File: src/rtl/rv32i_types.sv
// rv32i_types: shared fetch-stage types, constants and the BHT saturating-counter helper.
package rv32i_types;

    typedef enum logic {FETCH, DRAIN} fetch_state_t;

    typedef logic [1:0] bht_ctr_t;

    localparam bht_ctr_t    BHT_WEAK_NT = 2'b01;
    localparam logic [31:0] PC_INC      = 32'd4;

    function automatic bht_ctr_t bht_sat(input bht_ctr_t c, input logic taken);
        return taken ? ((c == 2'b11) ? c : c + 2'd1) : ((c == 2'b00) ? c : c - 2'd1);
    endfunction

endpackage

File: src/rtl/fetch_pc_gen_bht.sv
// bht_counter_array: 2^IDX two-bit saturating counters, combinational read, synchronous update.
module bht_counter_array
    import rv32i_types::*;
#(
    parameter int IDX = 8
) (
    input  logic           clk,
    input  logic           rst_n,
    input  logic [IDX-1:0] rd_idx,
    output bht_ctr_t       rd_ctr,
    input  logic           wr_en,
    input  logic [IDX-1:0] wr_idx,
    input  logic           wr_taken
);

    localparam int DEPTH = 1 << IDX;

    bht_ctr_t ctr [DEPTH];

    assign rd_ctr = ctr[rd_idx];

    // Per-entry registers keep the async reset of the whole table a plain flop reset.
    for (genvar i = 0; i < DEPTH; i++) begin : g_ctr
        always_ff @(posedge clk or negedge rst_n) begin
            if (!rst_n)
                ctr[i] <= BHT_WEAK_NT;
            else if (wr_en && wr_idx == IDX'(i))
                ctr[i] <= bht_sat(ctr[i], wr_taken);
        end
    end

endmodule

File: src/rtl/fetch_pc_gen.sv
// fetch_pc_gen: fetch PC register with BHT/BTB next-PC prediction and mispredict redirect handling.
module fetch_pc_gen
    import rv32i_types::*;
#(
    parameter logic [31:0] RESET_PC = 32'h0000_0060,
    parameter int          BHT_IDX  = 8
) (
    input  logic        clk,
    input  logic        rst_n,
    input  logic [31:0] btb_target,
    input  logic        imem_resp,
    input  logic        stall,
    input  logic        redirect,
    input  logic [31:0] redirect_pc,
    input  logic        upd_valid,
    input  logic [31:0] upd_pc,
    input  logic        upd_taken,
    output logic [31:0] pc_out,
    output logic        imem_read,
    output logic [31:0] imem_addr,
    output logic        fetch_valid,
    output logic        pred_taken,
    output logic [31:0] pred_next_pc
);

    fetch_state_t state, state_d;
    logic [31:0]  pc_d, pending_pc, pending_d;
    logic         read_q, resp;
    bht_ctr_t     ctr;
    logic         unused_ok;

    assign unused_ok = ^{btb_target[1:0], upd_pc[31:BHT_IDX+2], upd_pc[1:0]};

    bht_counter_array #(.IDX(BHT_IDX)) u_bht (
        .clk      (clk),
        .rst_n    (rst_n),
        .rd_idx   (pc_out[BHT_IDX+1:2]),
        .rd_ctr   (ctr),
        .wr_en    (upd_valid),
        .wr_idx   (upd_pc[BHT_IDX+1:2]),
        .wr_taken (upd_taken)
    );

    // A response only counts while a request is actually outstanding.
    assign resp         = imem_resp && read_q;
    assign pred_taken   = ctr[1] && (btb_target != '0);
    assign pred_next_pc = pred_taken ? {btb_target[31:2], 2'b00} : pc_out + PC_INC;
    assign imem_read    = read_q;
    assign imem_addr    = pc_out;
    assign fetch_valid  = (state == FETCH) && resp && !redirect;

    always_comb begin
        state_d   = state;
        pc_d      = pc_out;
        pending_d = pending_pc;
        if (state == FETCH) begin
            if (redirect && (resp || !read_q)) begin
                pc_d = redirect_pc;
            end else if (redirect) begin
                pending_d = redirect_pc;
                state_d   = DRAIN;
            end else if (resp && !stall) begin
                pc_d = pred_next_pc;
            end
        end else begin
            pending_d = redirect ? redirect_pc : pending_pc;
            pc_d      = resp ? pending_d : pc_out;
            state_d   = resp ? FETCH : DRAIN;
        end
    end

    always_ff @(posedge clk or negedge rst_n) begin
        if (!rst_n) begin
            state      <= FETCH;
            pc_out     <= RESET_PC;
            pending_pc <= RESET_PC;
            read_q     <= 1'b0;
        end else begin
            state      <= state_d;
            pc_out     <= pc_d;
            pending_pc <= pending_d;
            read_q     <= 1'b1;
        end
    end

endmodule

File: config.mk
export PLATFORM = sky130hd
export DESIGN_NAME = fetch_pc_gen
export DESIGN_NICKNAME = d
export VERILOG_FILES = /design/src/rtl/rv32i_types.sv /design/src/rtl/fetch_pc_gen_bht.sv /design/src/rtl/fetch_pc_gen.sv
export SDC_FILE = /design/constraint.sdc
export NUM_CORES = 2
export LEC_CHECK = 0
export CORE_MARGIN = 2
export CORE_UTILIZATION = 29
export DETAILED_ROUTE_END_ITERATION = 12
export PLACE_DENSITY = 0.53
export SETUP_SLACK_MARGIN = 0.3
export SLEW_MARGIN = 15
export SYNTH_ARGS = -nofsm -noshare
export SYNTH_HDL_FRONTEND = slang
export SYNTH_SLANG_ARGS = --single-unit
File: constraint.sdc
create_clock -name clk -period 2.9 [get_ports clk]
set_clock_uncertainty 0.05 [all_clocks]
set_input_delay 0.29 -clock clk [delete_from_list [all_inputs] [get_ports clk]]
set_output_delay 0.29 -clock clk [all_outputs]
set_load 0.03 [all_outputs]
### Word-level counts from Yosys, hierarchy flattened

Index checks and enable logic that the tools add are counted.

| word-level totals | value |
|---|---|
| output and inout bits | 99 |
| bits of input ports | 103 |
| latch bits | 0 |
| memory bits (writable) | 0 |
| bits in registers | 578 |
| ROM bits | 0 |
| memories kept | 0 |

| cells by class | value |
|---|---|
| add/sub/neg operators | 513 |
| div/mod/pow operators | 0 |
| shift-type cells | 0 |
| bitwise operators | 2 |
| multipliers | 0 |
| order comparisons | 1 |
| equal/unequal tests | 1026 |
| multiplexer cells | 784 |
| reductions and logical operators | 782 |

Operators with widths:

| operator | count |
|---|---|
| two-way mux 2 bit | 770 |
| != test 2 bit, second input constant | 513 |
| == test 8 bit, second input constant | 128 |
| AND reduction 3 bit | 257 |
| adder 2 x 1 -> 2 bit, second input constant | 256 |
| == test 2 bit, second input constant | 256 |
| == test 8 x 7 -> 1 bit, second input constant | 64 |
| logical NOT 2 bit | 256 |
| subtractor 2 x 1 -> 2 bit, second input constant | 256 |
| two-way mux 32 bit | 9 |
| logical AND 1 bit | 262 |
| == test 8 x 6 -> 1 bit, second input constant | 32 |
| == test 8 x 5 -> 1 bit, second input constant | 16 |
| == test 8 x 4 -> 1 bit, second input constant | 8 |
| adder 32 x 3 -> 32 bit, second input constant | 1 |
| == test 8 x 3 -> 1 bit, second input constant | 4 |
| nonzero test 32 bit | 1 |
| binary-select mux 2 bit (select 8 bit) | 1 |
| == test 8 x 2 -> 1 bit, second input constant | 2 |
| greater-or-equal comparator 9 bit, second input constant | 1 |
| inverter 8 -> 9 bit | 1 |
| == test 8 x 1 -> 1 bit, second input constant | 1 |
| logical NOT 8 bit | 1 |
| two-way mux 1 bit | 4 |
| 6 further kinds | 8 |

### Depth between registers and ports, before layout

| depth | value |
|---|---|
| depth in word-level cells | 10 |
| mapped depth | 12 |
| depth with buffers taken out | 8 |

### Hierarchy

A second synthesis with hierarchy kept.

| second synthesis, totals | value |
|---|---|
| cells, all modules | 4191 |
| area, all modules | 36632.6 sq um |

By module, submodules not included:

| module | cells each | times used | area an instance (sq um) |
|---|---|---|---|
| bht_counter_array | 3661 | 1 | 31919.4 |
| fetch_pc_gen | 530 | 1 | 4713.3 |

### Worst setup path after synthesis

Ideal clock, no wire load.

| timing | value |
|---|---|
| path type | register to output |
| start point | reg pc_out[2], in the netlist imem_addr[2] |
| end point | out pred_next_pc[2] |
| stages on the path, launching flop included | 12 |
| path buffers | 3 |
| data arrival time | 3.115 ns |
| path slack | -0.555 ns |
| cell sequence | dfrtp_1 buf_6 buf_6 mux4_2 a22oi_1 nand3_1 a2111oi_2 a2111oi_4 nor2_8 inv_2 buf_6 o21ai_1 |

| on the way | value |
|---|---|
| longest elaborated chain between the ends | 6 |

RTL lines:

| what | line | RTL |
|---|---|---|
| start: declaration | fetch_pc_gen.sv:18 | `output logic [31:0] pc_out,` |
| start signal: assignment | fetch_pc_gen.sv:80 | `pc_out <= pc_d;` |
| inverter 8 -> 9 bit (not written as such) | fetch_pc_gen_bht.sv:20 | `assign rd_ctr = ctr[rd_idx];` |
| binary-select mux 2 bit (select 8 bit) | fetch_pc_gen_bht.sv:20 |  |
| two-way mux 2 bit (not written as such) (2 in a row) | fetch_pc_gen_bht.sv:20 |  |
| logical AND 1 bit | fetch_pc_gen.sv:46 | `assign pred_taken = ctr[1] && (btb_target != '0);` |
| net pred_taken | fetch_pc_gen.sv:22 | `output logic pred_taken,` |
| two-way mux 32 bit | fetch_pc_gen.sv:47 | `assign pred_next_pc = pred_taken ? {btb_target[31:2], 2'b00} : pc_out + PC_INC;` |
| end: declaration | fetch_pc_gen.sv:23 | `output logic [31:0] pred_next_pc` |

The timed path passes the listed nets, and every way through them passes these cells. The select of a mux whose other input is x is not followed.

### Worst setup path in the final report

| timing | value |
|---|---|
| start point | reg pc_out[5], in the netlist imem_addr[5] |
| end point | out pred_next_pc[27] |

| on the way | value |
|---|---|
| longest elaborated chain between the ends | 6 |

RTL lines:

| what | line |
|---|---|
| inverter 8 -> 9 bit (not written as such) | fetch_pc_gen_bht.sv:20 |
| binary-select mux 2 bit (select 8 bit) | fetch_pc_gen_bht.sv:20 |
| two-way mux 2 bit (not written as such) (2 in a row) | fetch_pc_gen_bht.sv:20 |
| logical AND 1 bit | fetch_pc_gen.sv:46 |
| two-way mux 32 bit * | fetch_pc_gen.sv:47 |

Every way passes the cells marked *; elsewhere a longest branch is shown, timed or not. The select of a mux whose other input is x is not followed.

==> impl_metrics.csv <==
group,metric,value,unit
run_status,status,"finished with violations",
run_status,violations,"setup timing",
global_routing,grt_pass1_wl,181,mm
power,p_int,20000,uW
global_routing,antenna_found_initial,5,
setup_path,path_cells,"mux4_2, a22oi_2, a41oi_2, buf_4, a2111oi_4, a2111oi_4, buf_4, nor2_8, buf_12, buf_16, buf_6, mux2_4, buf_6",
synthesis,ys_ff_latch,578,
synthesis,synth-edff-count,0,
setup_path,startpoint_type,"flip-flop",
setup_path,worstSetupPathType,"reg -> out",
setup_path,crit_path_max_fanout,8,
synthesis,syn_nets,3881,
power,p_sw,10500,uW
sta,hold_violations,0,
finish,stdcell_area,0.0437,mm2
cts,cts_buffer_depth,3,
placement,hpwl,82.4,mm
synthesis,netlist_area,0.0331,mm2
route,first_pass_iters,5,
flow_run,drv_cap,0,
synthesis,synth.avg_cell_area,8.75,um2
placement,post_dp_cell_area,0.0405,mm2
sta,rsz0062_at_grt,"yes",
synthesis,synthCells,3777,
sta,setup_viol,65,
min_path,holdCritPathClass,"in -> reg",
floorplanning,io_pins,202,
sta,slew_violations,0,
floorplanning,rows,123,
finish,fin_nets,4461,
synthesis,ys_warn_count,0,
setup_path,r2r_cells,17,
power,finalPower,30500,uW
setup_path,crit_slowest_cell,"dfstp_2",
cts,clock_latency,640,ps
setup_path,crit_arrival,3900,ps
setup_path,r2r-end,"imem_addr[6]",
route,wirelength,120,mm
power,ir_worst_vdd,0.494,mV
synthesis,synthDistinctLibCells,61,
finish,layout-drive-gt1-share,27.7,%
cts,clk_transition_reported_paths,60,ps
power,seqPwrFrac,29.2,%
route,dr.first_iter.drc_count,2943,
floorplanning,core_area,0.113,mm2
sta,worst_slack,-1340,ps
synthesis,synthFlopType,"dfrtp_1",
min_path,hold_depth,3,
route,vias_per_cell,5.35,
route,post-route-drc-count,0,
cts,numCtsBuffers,71,
floorplanning,die-area,0.117,mm2
sta,worst-slew-pin-transition,752,ps
power,swShare,34.4,%
min_path,holdPathEnd,"u_bht.ctr[339]",
placement,io_buffer_count,177,
cts,cts-root-buf,"clkbuf_16",
setup_path,r2r_start,"imem_addr[5]",
finish,area_delta_synth_final,32.1,%
floorplanning,die_height,342,um
floorplanning,initial_core_util,29.3,%
setup_path,crit_required,2560,ps
sta,fmax,236,MHz
route,vias,31700,
setup_path,max_stage_delay,650,ps
placement,place_ws,-1280,ps
global_routing,track_usage,20.0,%
floorplanning,die_w,342,um
global_routing,grt_pass1_vias,28900,
global_routing,grt_max_degree,121,
synthesis,yosysSeqAreaShare,44.7,%
min_path,holdCritStartpoint,"upd_taken",
cts,cts_tree,"yes",
route,avgRoutedWirePerCell,20.2,um
sta,holdWs,117,ps
power,powerDensity,698,mW/mm2
placement,gp_congestion,0.900,
sta,period_share,146,%
global_routing,overflow,0,
route,drtAntennaViolNets,0,
cts,cts_max_level,3,
power,p_leak,0.0158,uW
sta,slew_headroom,49.8,%
power,combinationalPowerShare,40.4,%
synthesis,async_flop_share,100,%
sta,period_minus_slack,4240,ps
setup_path,cp-end-kind,"output pin",
power,power_frac_clock,30.4,%
cts,cts.sinks,578,
setup_path,rrSetupSlack,-820,ps
-- worst max path at each step --
stage | slack, ps | start | to | cells past startpoint
final | -1340 | imem_addr[5] | pred_next_pc[27] | 13
after global routing | -1410 | imem_addr[5] | pred_next_pc[27] | 13
after CTS | -1410 | imem_addr[5] | pred_next_pc[27] | 13
after detailed placement | -1280 | imem_addr[2] | pred_next_pc[21] | 12
after global placement | -1300 | imem_addr[2] | pred_next_pc[21] | 13
after floorplan | -270 | imem_addr[2] | pred_next_pc[12] | 10
-- logic make-up after synthesis --
group / after synthesis / share of synthesized area [%]
adder cells (fa/ha/maj): 1 / 0.0378
multiplexers: 138 / 6.93
AO/OA/AOI/OAI: 1460 / 26.1
AND/OR/NAND/NOR: 1178 / 16.2
flip-flops: 578 / 44.7
other: 1 / 0.0113
buffers and inverters: 393 / 5.23
XOR/XNOR: 28 / 0.742
-- critical path: cells and delay by family (launching register included) --
kind / cells / cell delay, ps
AO/OA/AOI/OAI: 4 / 820
buffers and inverters: 6 / 870
flip-flops: 1 / 650
multiplexers: 2 / 840
AND/OR/NAND/NOR: 1 / 90
-- power groups by stage --
| stage | clock [uW] | combinational (uW) | sequential, uW |
|---|---|---|---|
| after floorplan | 0 | 5810 | 9270 |
| after global placement | 0 | 10200 | 9030 |
| after detailed placement | 0 | 10200 | 9040 |
| after CTS | 9490 | 12100 | 8880 |
| after global routing | 9770 | 12800 | 8940 |
| final | 9270 | 12300 | 8890 |
-- cells in the mapped netlist (58+ instances only) --
cell,n,area (um2)
o31ai_1,87,653
a21oi_1,529,2650
nor2_1,521,1960
a211oi_1,214,1610
nand3_1,151,756
nand2_1,256,961
clkbuf_1,190,713
dfstp_2,260,6830
o21ai_0,434,2170
inv_1,128,480
mux4_2,58,1310
dfrtp_1,318,7960
-- registers in the layout, summed over array words and instances, names as in the netlist --
name        count
state           1
imem_read       1
pending_pc     32
u_bht.ctr     512
imem_addr      32
-- final cells by class --
type | count | area, um2
fill | 11100 | 69100
multi-input combinational | 2806 | 17000
sequential | 578 | 14800
timing repair buffer | 771 | 7140
clock buffer | 113 | 2150
tap | 1500 | 1880
inverter | 129 | 497
clock inverter | 18 | 240
antenna | 4 | 10.0
-- cells in the final DEF (no fill, tap or decap), drive strengths merged, types with 137 or more instances in the layout --
cell             n
nor2           522
dfstp          260
buf            628
nand2          256
dfrtp          318
a211oi         242
nand3          151
a21oi          529
clkdlybuf4s50  137
o21ai          438
-- layer usage --
metal  vias up  routed length (um)  track usage [%]  share of wire, %
li1      15100                   -                -                 -
met1     15600               55000             28.4                46
met2       841               56200             32.1                47
met3       153                5370             2.33               4.5
met4         0                3070             5.43               2.6
met5         -                   0                0                 0
-- metrics by stage --
stage                     util [%]  std cells  TNS (ps)
after floorplan                  -       3777     -8430
after global placement        35.9       5755    -62570
after detailed placement      35.9       5755    -61260
after CTS                     38.6       5912    -68040
after global routing          38.7       5917    -70520
final                         38.7       5919    -66230
-- timing repair --
| item | in CTS | in global routing |
|---|---|---|
| hold buffers | 1 | 0 |
| cloned | 4 | 0 |
| endpoints found under the setup margin | 69 | 65 |
| hold endpoints to repair | 66 | 0 |
| gates resized for setup | 245 | 21 |
| pin swaps | 16 | 12 |
| setup buffers | 21 | 3 |
(Power assumes the default switching activity.)
